`src/rtl/game_palette_pkg.sv`:
```
// Shared types and default-palette data for the 2048 renderer colour LUT.
package game_palette_pkg;

  typedef enum logic [1:0] {
    ST_INIT = 2'd0,
    ST_IDLE = 2'd1,
    ST_FADE = 2'd2
  } state_t;

  localparam int DEF_ENTRIES = 8;

  // Standard game palette, 4 bits per channel, {r,g,b}.
  localparam logic [11:0] DEF_TABLE [DEF_ENTRIES] = '{
    12'hEEE, 12'hCCB, 12'hA99, 12'h666,
    12'hCBA, 12'hA99, 12'hBBA, 12'h887
  };

  function automatic logic [11:0] default_entry(input int k);
    if (k >= 0 && k < DEF_ENTRIES) begin
      return DEF_TABLE[k[2:0]];
    end
    return 12'h000;
  endfunction

  // Left-justify a 4-bit default channel into a wider channel, zero-filled.
  function automatic logic [7:0] widen_ch(input logic [3:0] v, input int ch_w);
    logic [7:0] w;
    w = {4'h0, v};
    return w << (ch_w - 4);
  endfunction

endpackage

```
`src/rtl/palette_fader.sv`:
```
// Brightness level register and the INIT/IDLE/FADE control FSM of the palette LUT.
module palette_fader
  import game_palette_pkg::*;
#(
  parameter int CH_W      = 4,
  parameter int FADE_STEP = 4
) (
  input  logic          i_clk,
  input  logic          i_rst_n,
  input  logic          i_init_last,
  input  logic          i_fade_start,
  input  logic          i_fade_dir,
  output state_t        o_state,
  output logic [CH_W:0] o_level,
  output logic          o_fade_busy
);

  localparam int              CNT_W    = (FADE_STEP > 1) ? $clog2(FADE_STEP) : 1;
  localparam logic [CNT_W-1:0] CNT_LAST = CNT_W'(FADE_STEP - 1);
  localparam logic [CNT_W-1:0] CNT_ONE  = CNT_W'(1);
  localparam logic [CH_W:0]   LVL_FULL = {1'b1, {CH_W{1'b0}}};
  localparam logic [CH_W:0]   LVL_ONE  = (CH_W + 1)'(1);

  state_t           r_state;
  state_t           w_state_nxt;
  logic [CH_W:0]    r_level;
  logic [CH_W:0]    w_level_nxt;
  logic [CNT_W-1:0] r_cnt;
  logic [CNT_W-1:0] w_cnt_nxt;
  logic             r_dir;
  logic             w_dir_nxt;
  logic [CH_W:0]    w_target;
  logic [CH_W:0]    w_level_step;

  assign w_target     = r_dir ? LVL_FULL : '0;
  assign w_level_step = r_dir ? (r_level + LVL_ONE) : (r_level - LVL_ONE);

  always_ff @(posedge i_clk or negedge i_rst_n) begin
    if (!i_rst_n) begin
      r_state <= ST_INIT;
      r_level <= LVL_FULL;
      r_cnt   <= '0;
      r_dir   <= 1'b0;
    end else begin
      r_state <= w_state_nxt;
      r_level <= w_level_nxt;
      r_cnt   <= w_cnt_nxt;
      r_dir   <= w_dir_nxt;
    end
  end

  always_comb begin
    w_state_nxt = r_state;
    w_level_nxt = r_level;
    w_cnt_nxt   = r_cnt;
    w_dir_nxt   = r_dir;
    case (r_state)
      ST_INIT: begin
        if (i_init_last) begin
          w_state_nxt = ST_IDLE;
        end
      end
      ST_IDLE: begin
        if (i_fade_start) begin
          w_state_nxt = ST_FADE;
          w_dir_nxt   = i_fade_dir;
          w_cnt_nxt   = '0;
        end
      end
      ST_FADE: begin
        // A fade requested at its own target ends after one busy cycle.
        if (r_level == w_target) begin
          w_state_nxt = ST_IDLE;
          w_cnt_nxt   = '0;
        end else if (r_cnt == CNT_LAST) begin
          w_cnt_nxt   = '0;
          w_level_nxt = w_level_step;
          if (w_level_step == w_target) begin
            w_state_nxt = ST_IDLE;
          end
        end else begin
          w_cnt_nxt = r_cnt + CNT_ONE;
        end
      end
      default: begin
        w_state_nxt = ST_INIT;
      end
    endcase
  end

  assign o_state     = r_state;
  assign o_level     = r_level;
  assign o_fade_busy = (r_state == ST_FADE);

endmodule

```
`src/rtl/game_palette_lut.sv`:
```
// Programmable, fadeable palette LUT: self-loading RAM, write port, 2-stage scaled read.
module game_palette_lut
  import game_palette_pkg::*;
#(
  parameter int IDX_W     = 3,
  parameter int CH_W      = 4,
  parameter int FADE_STEP = 4
) (
  input  logic              Clk,
  input  logic              Reset_n,
  input  logic              rd_valid,
  input  logic [IDX_W-1:0]  rd_idx,
  output logic              out_valid,
  output logic [CH_W-1:0]   red,
  output logic [CH_W-1:0]   green,
  output logic [CH_W-1:0]   blue,
  input  logic              wr_valid,
  output logic              wr_ready,
  input  logic [IDX_W-1:0]  wr_idx,
  input  logic [3*CH_W-1:0] wr_rgb,
  input  logic              fade_start,
  input  logic              fade_dir,
  output logic              fade_busy,
  output logic              init_done,
  output state_t            dbg_state
);

  localparam int PW    = 2 * CH_W + 1;
  localparam int DEPTH = 1 << IDX_W;

  // Handshake: a write is taken on any rising edge where wr_valid && wr_ready;
  // wr_ready is high only in IDLE. Reads have no handshake and are never stalled.

  logic [3*CH_W-1:0] r_ram [DEPTH];
  logic [IDX_W-1:0]  r_init_cnt;
  logic              r_s1_valid;
  logic [3*CH_W-1:0] r_s1_rgb;
  logic              r_out_valid;
  logic [CH_W-1:0]   r_red;
  logic [CH_W-1:0]   r_green;
  logic [CH_W-1:0]   r_blue;

  state_t            w_state;
  logic [CH_W:0]     w_level;
  logic              w_init_last;
  logic              w_wr_fire;
  logic [11:0]       w_def_entry;
  logic [3*CH_W-1:0] w_def_rgb;
  logic [PW-1:0]     w_prod_r;
  logic [PW-1:0]     w_prod_g;
  logic [PW-1:0]     w_prod_b;

  palette_fader #(
    .CH_W      (CH_W),
    .FADE_STEP (FADE_STEP)
  ) u_fader (
    .i_clk        (Clk),
    .i_rst_n      (Reset_n),
    .i_init_last  (w_init_last),
    .i_fade_start (fade_start),
    .i_fade_dir   (fade_dir),
    .o_state      (w_state),
    .o_level      (w_level),
    .o_fade_busy  (fade_busy)
  );

  assign w_init_last = (r_init_cnt == IDX_W'(DEPTH - 1));
  assign w_wr_fire   = wr_valid && wr_ready;
  assign wr_ready    = (w_state == ST_IDLE);
  assign init_done   = (w_state != ST_INIT);
  assign dbg_state   = w_state;

  assign w_def_entry = default_entry(int'(r_init_cnt));
  assign w_def_rgb   = {CH_W'(widen_ch(w_def_entry[11:8], CH_W)),
                        CH_W'(widen_ch(w_def_entry[7:4],  CH_W)),
                        CH_W'(widen_ch(w_def_entry[3:0],  CH_W))};

  // Palette RAM; reads in stage 1 see the contents before this edge's write.
  always_ff @(posedge Clk or negedge Reset_n) begin
    if (!Reset_n) begin
      for (int i = 0; i < DEPTH; i++) begin
        r_ram[i] <= '0;
      end
    end else if (w_state == ST_INIT) begin
      r_ram[r_init_cnt] <= w_def_rgb;
    end else if (w_wr_fire) begin
      r_ram[wr_idx] <= wr_rgb;
    end
  end

  always_ff @(posedge Clk or negedge Reset_n) begin
    if (!Reset_n) begin
      r_init_cnt <= '0;
    end else if (w_state == ST_INIT) begin
      r_init_cnt <= r_init_cnt + IDX_W'(1);
    end
  end

  always_ff @(posedge Clk or negedge Reset_n) begin
    if (!Reset_n) begin
      r_s1_valid <= 1'b0;
      r_s1_rgb   <= '0;
    end else begin
      r_s1_valid <= rd_valid;
      r_s1_rgb   <= r_ram[rd_idx];
    end
  end

  // Full-width products so level == 2**CH_W is an exact identity.
  assign w_prod_r = PW'(r_s1_rgb[3*CH_W-1 -: CH_W]) * PW'(w_level);
  assign w_prod_g = PW'(r_s1_rgb[2*CH_W-1 -: CH_W]) * PW'(w_level);
  assign w_prod_b = PW'(r_s1_rgb[CH_W-1:0])         * PW'(w_level);

  always_ff @(posedge Clk or negedge Reset_n) begin
    if (!Reset_n) begin
      r_out_valid <= 1'b0;
      r_red       <= '0;
      r_green     <= '0;
      r_blue      <= '0;
    end else begin
      r_out_valid <= r_s1_valid;
      if (r_s1_valid) begin
        r_red   <= CH_W'(w_prod_r >> CH_W);
        r_green <= CH_W'(w_prod_g >> CH_W);
        r_blue  <= CH_W'(w_prod_b >> CH_W);
      end
    end
  end

  assign out_valid = r_out_valid;
  assign red       = r_red;
  assign green     = r_green;
  assign blue      = r_blue;

endmodule

```
`config.mk`:
```
export PLATFORM = sky130hd
export DESIGN_NAME = game_palette_lut
export DESIGN_NICKNAME = d
export VERILOG_FILES = /design/src/rtl/game_palette_pkg.sv /design/src/rtl/palette_fader.sv /design/src/rtl/game_palette_lut.sv
export SDC_FILE = /design/constraint.sdc
export NUM_CORES = 1
export LEC_CHECK = 0
export BUFFER_PORTS_ARGS = -buffer_cell sky130_fd_sc_hd__buf_4
export CAP_MARGIN = 20
export CORE_MARGIN = 2
export CORE_UTILIZATION = 58
export CTS_CLUSTER_SIZE = 24
export DETAILED_ROUTE_END_ITERATION = 7
export PLACE_DENSITY = 0.76
export SETUP_SLACK_MARGIN = 0.4
export SLEW_MARGIN = 20
export SYNTH_ARGS = -nofsm -noshare
export SYNTH_HDL_FRONTEND = slang
export SYNTH_HIERARCHICAL = 1
export SYNTH_SLANG_ARGS = --single-unit
```
`constraint.sdc`:
```
create_clock -name Clk -period 3.5 [get_ports Clk]
set_input_delay 0.175 -clock Clk [delete_from_list [all_inputs] [get_ports Clk]]
set_output_delay 0.175 -clock Clk [all_outputs]
set_load 0.005 [all_outputs]
```
==> impl_metrics.csv, run 1 <==
group,metric,value,unit
finish,stdcell_area,0.00944,sq mm
sta,period_share,0.859,
grt,track_usage,0.295,
sta,clock.fmax,332,MHz
synthesis,synth_top_area_frac,0.409,
setup_path,critPathLaunchType,"register",
floorplanning,die_h,123,microns
setup_path,path_class,"register to register",
grt,grt_pass1_vias,6373,
placed_design,port_buffers,41,
finish,diodes,0,
placed_design,dp_hpwl,14800,microns
synthesis,yosysUniqueCellTypes,71,
synthesis,syn_avg_cell_area,11.1,sq um
clock_network,cts_max_path_buffers,2,
detailed_routing,via_per_inst,6.61,
power_and_ir_drop,power,7470,uW
run,drv_cap,0,
power_and_ir_drop,sw_frac_of_total,0.377,
sta,hold_viol_final,0,
detailed_routing,via_count,6501,
power_and_ir_drop,power_frac_comb,0.396,
sta,fin_crit,3.01,ns
sta,max_slew.worst_pin.slew,1.13,ns
detailed_routing,wl,21500,microns
setup_path,cp_data_arrival_time,3.31,ns
power_and_ir_drop,max-vdd-ir-drop,0.000597,V
finish,drive_above_1_share,0.265,
placed_design,dpl.cell_count,931,
synthesis,netlist_instances,738,
floorplanning,io_pins,42,
setup_path,crit_path_end_kind,"register",
clock_network,numCtsBuffers,17,
sta,tns,0,ns
power_and_ir_drop,net-switching-power,2820,uW
sta,final.setup.worst_slack,0.492,ns
floorplanning,fp.coreArea,0.0138,sq mm
sta,setup_viol,0,
synthesis,synth_edf_count,0,
clock_network,htreeDepth,4,
sta,skew,0.00582,ns
finish,layoutNonFillerInstCount,984,
hold_path,min_path_type,"input pin to register",
synthesis,ys_seq_area_frac,0.412,
clock_network,clk_latency,0.42,ns
synthesis,synth_top_cells_by_count,"dfrtp_1 (134), nand2_1 (75), mux2_2 (44)",
run_status,status,"finished, final reports clean",
synthesis,synth_ff_type,"dfrtp_1",
clock_network,root_buffer,"clkbuf_16",
synthesis,syn_nets,816,
detailed_routing,drc_errors,0,
setup_path,cp.required,3.80,ns
synthesis,ys_ff_latch,135,
sta,maxSlewViolCount,0,
finish,syn2layout_area_growth,15.0,%
setup_path,crit_fanout,7,
synthesis,async_reset_ff_frac,1.00,
detailed_routing,first_pass_iters,8,
grt,grt_first_pass_wirelength,33600,microns
placed_design,dp_slack,0.291,ns
power_and_ir_drop,power_frac_clock,0.235,
detailed_routing,dr.first_iter.drc_count,628,
power_and_ir_drop,internal-power,4650,uW
detailed_routing,ant_nets,0,
hold_path,holdPathStages,2,
sta,slew_headroom,0.240,
sta,rsz0062_at_grt,"no",
synthesis,yosys_warnings,6,
floorplanning,start_util,0.594,
power_and_ir_drop,powerDensity,791,mW/mm^2
floorplanning,fp.dieArea,0.0151,sq mm
clock_network,path_clk_slew,0.06,ns
synthesis,yosys.area.top_type,"dfrtp_1",
floorplanning,row_count,43,
power_and_ir_drop,seq_power_share,0.369,
grt,grt_antenna_before_repair,0,
setup_path,ff2ff_path_depth,10,
placed_design,placed_cell_area,0.00864,sq mm
grt,gr-total-overflow,0,
placed_design,place.gp.congestion,0.935,
finish,fillerInstances,984,
floorplanning,die_w,123,microns
detailed_routing,routedWlPerCell,21.8,microns
clock_network,cts.sinks,135,
synthesis,ys_top_cells_by_area,"dfrtp_1 (41%), mux4_2 (6.6%), mux2_2 (6.0%), ha_1 (5.8%), fa_1 (3.9%)",
synthesis,synth_most_common_cell,"dfrtp_1",
grt,grt_start_max_net_pins,79,
finish,num-nets-final,870,
clock_network,cts_tree,"built",
synthesis,synth.cell_area,0.00821,sq mm
power_and_ir_drop,power.leakage,0.00435,uW
## power by group through the flow
stage | clock network, uW | logic, uW | registers, uW
CTS | 1780 | 2870 | 2720
floorplan | 0 | 2200 | 2520
global placement | 0 | 2740 | 2700
detailed placement | 0 | 2830 | 2740
global route | 1850 | 3190 | 2830
finish | 1760 | 2960 | 2760
## cells in the final DEF, fill, tap and decap left out, drive strengths merged, types with 7 or more instances in the layout
cell	netlist	final
nor2	25	25
nand3b	7	7
o22ai	29	29
ha	38	38
and2	33	33
fa	16	16
o21ai	32	32
dfrtp	134	134
nand4	12	12
nand3	24	24
a2bb2oi	7	7
nand2b	7	7
a32o	7	7
a21oi	18	18
clkbuf	19	24
a21o	7	7
mux4	24	24
a221o	15	15
inv	30	30
nand2	78	78
xor2	8	8
nor2b	7	7
mux2	51	51
nor3	11	11
buf	19	69
o221ai	8	8
xnor2	12	12
## kinds of logic (layout without fill, tap and decap cells)
logic type,count (synthesis),in the layout,synth area share
and+or+nand+nor,222,222,0.147
AOI/OAI and AO/OA,163,163,0.148
DFF,135,135,0.412
muxes,76,76,0.137
buffers and inverters,68,134,0.0375
adders and majority gates,54,54,0.0970
xor gates and xnor gates,20,20,0.0213
## stage by stage
| stage | hold WS [ns] | utilization |
|---|---|---|
| finish | 0.0172 | 0.683 |
| global route | 0.00890 | 0.683 |
| CTS | 0.00273 | 0.672 |
| detailed placement | 0.254 | 0.625 |
| global placement | 0.247 | 0.625 |
| floorplan | -0.121 | - |
## timing repair
action | CTS | global route
endpoints found under the setup margin | 3 | 7
pin swaps | 0 | 17
endpoints found under the hold margin | 78 | 0
gates resized for setup | 2 | 17
setup buffers | 6 | 13
hold buffers | 3 | 0
## critical path, cell delays in order (launching register included)
cell and delay, ns:
dfrtp_2 0.46, buf_6 0.15, nand2_1 0.07, fa_1 0.48, inv_1 0.06, fa_1 0.53
ha_1 0.22, nand4_1 0.15, o211ai_1 0.16, or3_1 0.38, a31o_2 0.24
## path summary, 6_finish.rpt
check | startpoint | to | slack, ns
max in group asynchronous | Reset_n | u_fader/o_level[4] | 2.23
max | u_fader/o_level[1] | red[2] | 0.49
max reg2reg | u_fader/o_level[1] | red[2] | 0.49
min | wr_rgb[6] | r_ram[42] | 0.02
min in group asynchronous | Reset_n | green[0] | 0.36
min reg2reg | blue[3] | blue[3] | 0.49
## metal layers
layer  up-vias  wire length, microns  global-route usage
met1      3235                  8640               0.385
met4         0                   874               0.145
met2       328                 10600               0.472
met3        82                  1410              0.0572
met5         -                     0                   0
li1       2856                     -                   -
## sequential cells by signal, summed over array words and instances (netlist names)
name,cells
r_s1_rgb,12
r_init_cnt,3
red,4
blue,4
u_fader/r_dir,1
u_fader/o_state,2
u_fader/r_cnt,2
r_ram,96
u_fader/o_level,5
green,4
out_valid,1
r_s1_valid,1
## final cells by class
class / count / area, sq um / share of cell area
Clock buffer: 23 / 478 / 0.0506
Tap cell: 180 / 225 / 0.0239
Sequential cell: 135 / 3390 / 0.359
Multi-Input combinational cell: 535 / 4570 / 0.484
Timing Repair Buffer: 73 / 568 / 0.0602
Inverter: 30 / 113 / 0.0119
Clock inverter: 8 / 97.6 / 0.0103
Power figures use the tool's default switching activity.
==> inputs of run 2 (changes only) <==
CORE_UTILIZATION = 35   (was 58)
PLACE_DENSITY = unset   (was 0.76)
==> run 2 against run 1 <==
  * Cell count rose by 14%
  * Clock power rose by 9.7%
  * Critical endpoint is now green[2]
  * Count of clock-buffer cells in the layout fell by 5
  * Routed wire length rose by 6.4%
==> impl_metrics.csv, run 2 (synthesized netlist as in run 1, its figures left out) <==
group,metric,value,unit
floorplanning,io_pins,42,
clock_network,cts_tree,"built",
clock_network,cts_max_path_buffers,2,
detailed_routing,dr.first_iter.drc_count,537,
clock_network,htreeDepth,4,
grt,grt_pass1_vias,6422,
placed_design,dp_hpwl,15600,microns
sta,rsz0062_at_grt,"yes",
detailed_routing,via_per_inst,5.57,
grt,track_usage,0.196,
placed_design,placed_cell_area,0.00887,sq mm
finish,drive_above_1_share,0.257,
power_and_ir_drop,power_frac_comb,0.388,
power_and_ir_drop,net-switching-power,2930,uW
clock_network,root_buffer,"clkbuf_16",
clock_network,cts.sinks,135,
setup_path,ff2ff_path_depth,10,
sta,max_slew.worst_pin.slew,0.969,ns
hold_path,holdPathStages,3,
sta,period_share,0.850,
grt,grt_start_max_net_pins,99,
power_and_ir_drop,powerDensity,790,mW/mm^2
power_and_ir_drop,sw_frac_of_total,0.383,
setup_path,crit_path_end_kind,"register",
sta,slew_headroom,0.350,
grt,grt_antenna_before_repair,0,
hold_path,min_to,"r_ram[39]",
floorplanning,start_util,0.353,
setup_path,r2r_start,"u_fader/o_level[1]",
finish,fillerInstances,2280,
grt,gr-total-overflow,0,
sta,final.setup.worst_slack,0.525,ns
setup_path,critPathLaunchType,"register",
placed_design,place.gp.congestion,0.858,
sta,tns,0,ns
finish,largest_reg_flops,96,
floorplanning,row_count,56,
power_and_ir_drop,internal-power,4720,uW
power_and_ir_drop,power,7650,uW
power_and_ir_drop,max-vdd-ir-drop,0.000434,V
setup_path,crit_fanout,5,
setup_path,path_class,"register to register",
placed_design,dp_slack,0.297,ns
run,drv_cap,0,
finish,syn2layout_area_growth,17.9,%
clock_network,clk_latency,0.43,ns
finish,mostFrequentLayoutCell,"dfrtp_1",
setup_path,cp.required,3.82,ns
clock_network,numCtsBuffers,17,
detailed_routing,via_count,6265,
detailed_routing,drc_errors,0,
sta,skew,0.00807,ns
setup_path,cp_data_arrival_time,3.30,ns
placed_design,port_buffers,41,
power_and_ir_drop,seq_power_share,0.359,
power_and_ir_drop,power.leakage,0.00437,uW
run_status,status,"finished, final reports clean",
sta,clock.fmax,336,MHz
detailed_routing,wl,22900,microns
floorplanning,fp.coreArea,0.0233,sq mm
sta,hold_viol_final,0,
hold_path,hp-start,"wr_rgb[3]",
detailed_routing,routedWlPerCell,20.3,microns
detailed_routing,ant_nets,0,
setup_path,rrSetupSlack,0.53,ns
finish,largest_register,"r_ram",
setup_path,r2r-end,"green[2]",
hold_path,min_path_type,"input pin to register",
floorplanning,die_h,157,microns
floorplanning,die_w,157,microns
grt,grt_first_pass_wirelength,36600,microns
sta,maxSlewViolCount,0,
finish,stdcell_area,0.00968,sq mm
power_and_ir_drop,power_frac_clock,0.253,
finish,final_cell_mix,"dfrtp_1 (130), nand2_1 (75), buf_4 (64)",
detailed_routing,first_pass_iters,5,
finish,diodes,0,
clock_network,path_clk_slew,0.06,ns
floorplanning,fp.dieArea,0.0247,sq mm
sta,fin_crit,2.97,ns
sta,setup_viol,0,
finish,num-nets-final,871,
run 2: cell types whose count changed in the layout (fill, tap and decap cells not counted), sizes merged:
cell and delta:
buf -2, dlygate4sd3 +4, clkinvlp +3, inv +6, clkinv -4, bufinv +1
clkbuf -6
run 2: timing repair:
action	CTS	global route
pin swaps	0	4
hold buffers	7	0
endpoints found under the hold margin	103	0
gates resized for setup	2	8
buffers inserted	5	5
setup endpoints to repair	2	5
run 2: critical path, stage by stage (launching register included):
cell and delay (ns):
dfrtp_2 0.45, and2_4 0.16, fa_1 0.52, inv_1 0.06, fa_1 0.54, inv_1 0.07
ha_4 0.26, nand4_1 0.09, o211ai_1 0.15, or3_1 0.33, a31o_2 0.23
run 2: stage by stage:
step / std cells / util / hold WS, ns
2_1_floorplan: 738 / - / -0.121
3_3_place_gp: 1076 / 0.381 / 0.287
3_5_place_dp: 1076 / 0.381 / 0.289
4_1_cts: 1120 / 0.413 / 0.000124
5_1_grt: 1125 / 0.416 / 0.0156
6_report: 1125 / 0.416 / 0.00711
run 2: how the worst max path moves through the flow:
stage                                  start        to  slack, ns  depth (start not counted)
after detailed placement  u_fader/o_level[2]  green[2]       0.30                         10
after global placement    u_fader/o_level[2]  green[2]       0.39                         10
after CTS                 u_fader/o_level[3]  green[2]       0.41                         10
after floorplan           u_fader/o_level[1]  green[2]       0.40                         11
final                     u_fader/o_level[1]  green[2]       0.53                         10
after global routing      u_fader/o_level[2]  green[2]       0.39                         10
run 2: area by class of cell:
| type | count | area, sq um | share of cell area |
|---|---|---|---|
| multi-input cells | 535 | 4560 | 0.471 |
| flip-flops and latches | 135 | 3390 | 0.350 |
| repair buffers | 74 | 593 | 0.0613 |
| clock buffers | 18 | 439 | 0.0454 |
| well taps | 319 | 399 | 0.0412 |
| clock inverters | 14 | 188 | 0.0194 |
| inverters | 30 | 113 | 0.0116 |
run 2: layer usage:
| metal | part of all wire | global-route usage |
|---|---|---|
| met1 | 0.43 | 0.259 |
| met2 | 0.48 | 0.319 |
| met3 | 0.065 | 0.0454 |
| met4 | 0.022 | 0.0632 |
| met5 | 0 | 0 |
run 2: power by group through the flow:
stage | Clock [uW] | Combinational (uW) | Sequential [uW]
2_1_floorplan | 0 | 2200 | 2520
3_3_place_gp | 0 | 2860 | 2750
3_5_place_dp | 0 | 2890 | 2760
4_1_cts | 1960 | 2930 | 2730
5_1_grt | 2030 | 3260 | 2830
6_report | 1930 | 2970 | 2750
==> inputs of run 3 (changes only) <==
clock period = 2.4 ns   (was 3.5 ns; I/O delays follow)
==> run 3 against run 2 <==
  * The flow now finishes with violations (negative setup slack)
  * Critical path type unchanged
  * Largest cell class unchanged
  * First-iteration DRC count increased by 1.9%
  * Clock power rose by 32%
  * Non-clock buffer count grew 71
  * Largest power group unchanged
  * Count of clock-buffer cells in the layout up 1
  * Core utilization rose by 3.4 points
==> impl_metrics.csv, run 3 (synthesized netlist as in run 1, its figures left out) <==
group,metric,value,unit
sta,final.setup.worst_slack,-0.394,ns
setup_path,worstPathCellList,"nand2_1 > fa_1 > inv_1 > fa_1 > ha_1 > nand4_1 > o211ai_1 > or3_1 > a31o_2",
floorplanning,start_util,0.353,
run_status,status,"complete, but fails checks",
finish,largest_reg_flops,96,
clock_network,path_clk_slew,0.06,ns
power_and_ir_drop,sw_frac_of_total,0.387,
detailed_routing,first_pass_iters,5,
clock_network,numCtsBuffers,17,
power_and_ir_drop,net-switching-power,4580,uW
floorplanning,io_pins,42,
detailed_routing,dr.first_iter.drc_count,547,
floorplanning,row_count,56,
detailed_routing,via_per_inst,5.45,
finish,final_cell_mix,"dfrtp_1 (127), buf_4 (116), nand2_1 (64)",
power_and_ir_drop,power,11800,uW
setup_path,cp_data_arrival_time,3.11,ns
hold_path,hp-start,"wr_idx[0]",
sta,period_share,1.16,
sta,skew,0.00553,ns
grt,grt_start_max_net_pins,67,
setup_path,timing.critical_path.mode_cell,"fa_1",
sta,fin_crit,2.79,ns
placed_design,place.gp.congestion,0.865,
clock_network,clk_latency,0.43,ns
finish,diodes,0,
sta,max_slew.worst_pin.slew,0.820,ns
finish,regArea,0.00339,sq mm
power_and_ir_drop,powerDensity,1130,mW/mm^2
detailed_routing,routedWlPerCell,20.0,microns
hold_path,holdPathStages,4,
grt,track_usage,0.205,
setup_path,slowest_stage,"fa_1",
clock_network,cts_max_path_buffers,2,
floorplanning,die_w,157,microns
run,drv_cap,0,
sta,hold_viol_final,0,
detailed_routing,via_count,6523,
clock_network,htreeDepth,4,
setup_path,critPathMaxStageDelay,0.57,ns
finish,fillerInstances,2216,
sta,clock.fmax,358,MHz
clock_network,cts.sinks,135,
setup_path,crit_fanout,6,
hold_path,min_path_type,"input pin to register",
placed_design,dp_hpwl,16900,microns
finish,mostFrequentLayoutCell,"dfrtp_1",
sta,rsz0062_at_grt,"yes",
setup_path,path_class,"register to register",
setup_path,r2r_start,"u_fader/o_level[2]",
floorplanning,fp.dieArea,0.0247,sq mm
floorplanning,fp.coreArea,0.0233,sq mm
grt,grt_pass1_vias,6730,
clock_network,root_buffer,"clkbuf_16",
run_status,violations,"negative setup slack",
sta,slew_headroom,0.453,
grt,gr-total-overflow,0,
clock_network,cts_tree,"built",
finish,multiInputGateArea,0.00481,sq mm
placed_design,port_buffers,41,
setup_path,crit_path_end_kind,"register",
finish,num-nets-final,943,
setup_path,path_delay_family,"adder cells",
grt,grt_first_pass_wirelength,38200,microns
setup_path,cp.required,2.72,ns
sta,maxSlewViolCount,0,
finish,syn2layout_area_growth,27.7,%
detailed_routing,drc_errors,0,
detailed_routing,ant_nets,0,
setup_path,crit_buf_inv,1,
power_and_ir_drop,power_frac_clock,0.215,
sta,tns,-4.23,ns
finish,largest_register,"r_ram",
detailed_routing,wl,24000,microns
setup_path,cp_num_cells,9,
power_and_ir_drop,internal-power,7250,uW
sta,setup_viol,12,
setup_path,crit_start,"u_fader/o_level[2]",
power_and_ir_drop,seq_power_share,0.330,
floorplanning,die_h,157,microns
finish,drive_above_1_share,0.360,
setup_path,ff2ff_path_depth,9,
setup_path,critPathLaunchType,"register",
power_and_ir_drop,max-vdd-ir-drop,0.000511,V
power_and_ir_drop,power_frac_comb,0.455,
power_and_ir_drop,power.leakage,0.00479,uW
grt,grt_antenna_before_repair,2,
run 3: cell types whose count changed in the layout (fill, tap and decap cells not counted), moves of 4 or more:
| cell | before | now |
|---|---|---|
| buf_4 | 64 | 116 |
| nand2_1 | 75 | 64 |
| nor2_4 | 2 | 6 |
| dlygate4sd3_1 | 7 | 16 |
| buf_6 | 2 | 11 |
| and2_4 | 1 | 6 |
| a21oi_1 | 15 | 11 |
| nand2_4 | 1 | 5 |
| and2_1 | 31 | 26 |
| nand2_2 | 2 | 9 |
run 3: worst reg2reg max path: cells and delay by family (launching register included):
kind            cells  cell delay (ns)
compound gates      2             0.37
simple gates        3             0.54
buf+inv             1             0.06
fa+ha+maj           3             1.28
flops               1             0.45
run 3: stage by stage:
step | hold WS [ns] | instances | setup WS, ns | utilization | cell area, sq um
global placement | 0.169 | 1130 | -0.531 | 0.401 | 9340
CTS | 0.0737 | 1189 | -0.402 | 0.444 | 10300
finish | 0.0940 | 1197 | -0.394 | 0.450 | 10500
detailed placement | 0.165 | 1130 | -0.599 | 0.401 | 9340
global route | 0.0976 | 1197 | -0.527 | 0.450 | 10500
floorplan | -0.176 | 738 | -0.544 | - | 8320
run 3: final cells by class:
cell class	instances	area share
Clock buffer	19	0.0423
Clock inverter	13	0.0116
Timing Repair Buffer	145	0.114
Inverter	30	0.0112
Tap cell	319	0.0381
Sequential cell	135	0.323
Multi-Input combinational cell	536	0.459
run 3: path summary, 6_finish.rpt:
kind	to	slack [ns]
worst max-delay path	green[2]	-0.39
worst min-delay path	r_ram[44]	0.09
worst max register to register	green[2]	-0.39
worst min register to register	r_ram[12]	0.49
max in group asynchronous	r_ram[10]	1.33
min in group asynchronous	u_fader/o_level[1]	0.27
run 3: timing repair:
action	CTS	global route
endpoints found under the setup margin	77	63
hold endpoints to repair	84	0
pin swaps	33	15
hold buffers	16	0
resized for setup	44	26
cloned	1	0
setup buffers	10	8
run 3: power by group through the flow:
| stage | Clock [uW] | Combinational [uW] | Sequential (uW) |
|---|---|---|---|
| 2_1_floorplan | 0 | 3260 | 3690 |
| 3_3_place_gp | 0 | 4680 | 3880 |
| 3_5_place_dp | 0 | 4730 | 3910 |
| 4_1_cts | 2590 | 5090 | 3880 |
| 5_1_grt | 2700 | 5790 | 4000 |
| 6_report | 2540 | 5390 | 3900 |
run 3: layer usage:
| layer | global-route usage | part of all wire |
|---|---|---|
| met4 | 0.0810 | 0.031 |
| met3 | 0.0509 | 0.070 |
| met2 | 0.328 | 0.47 |
| met1 | 0.268 | 0.43 |
| met5 | 0 | 0.00096 |
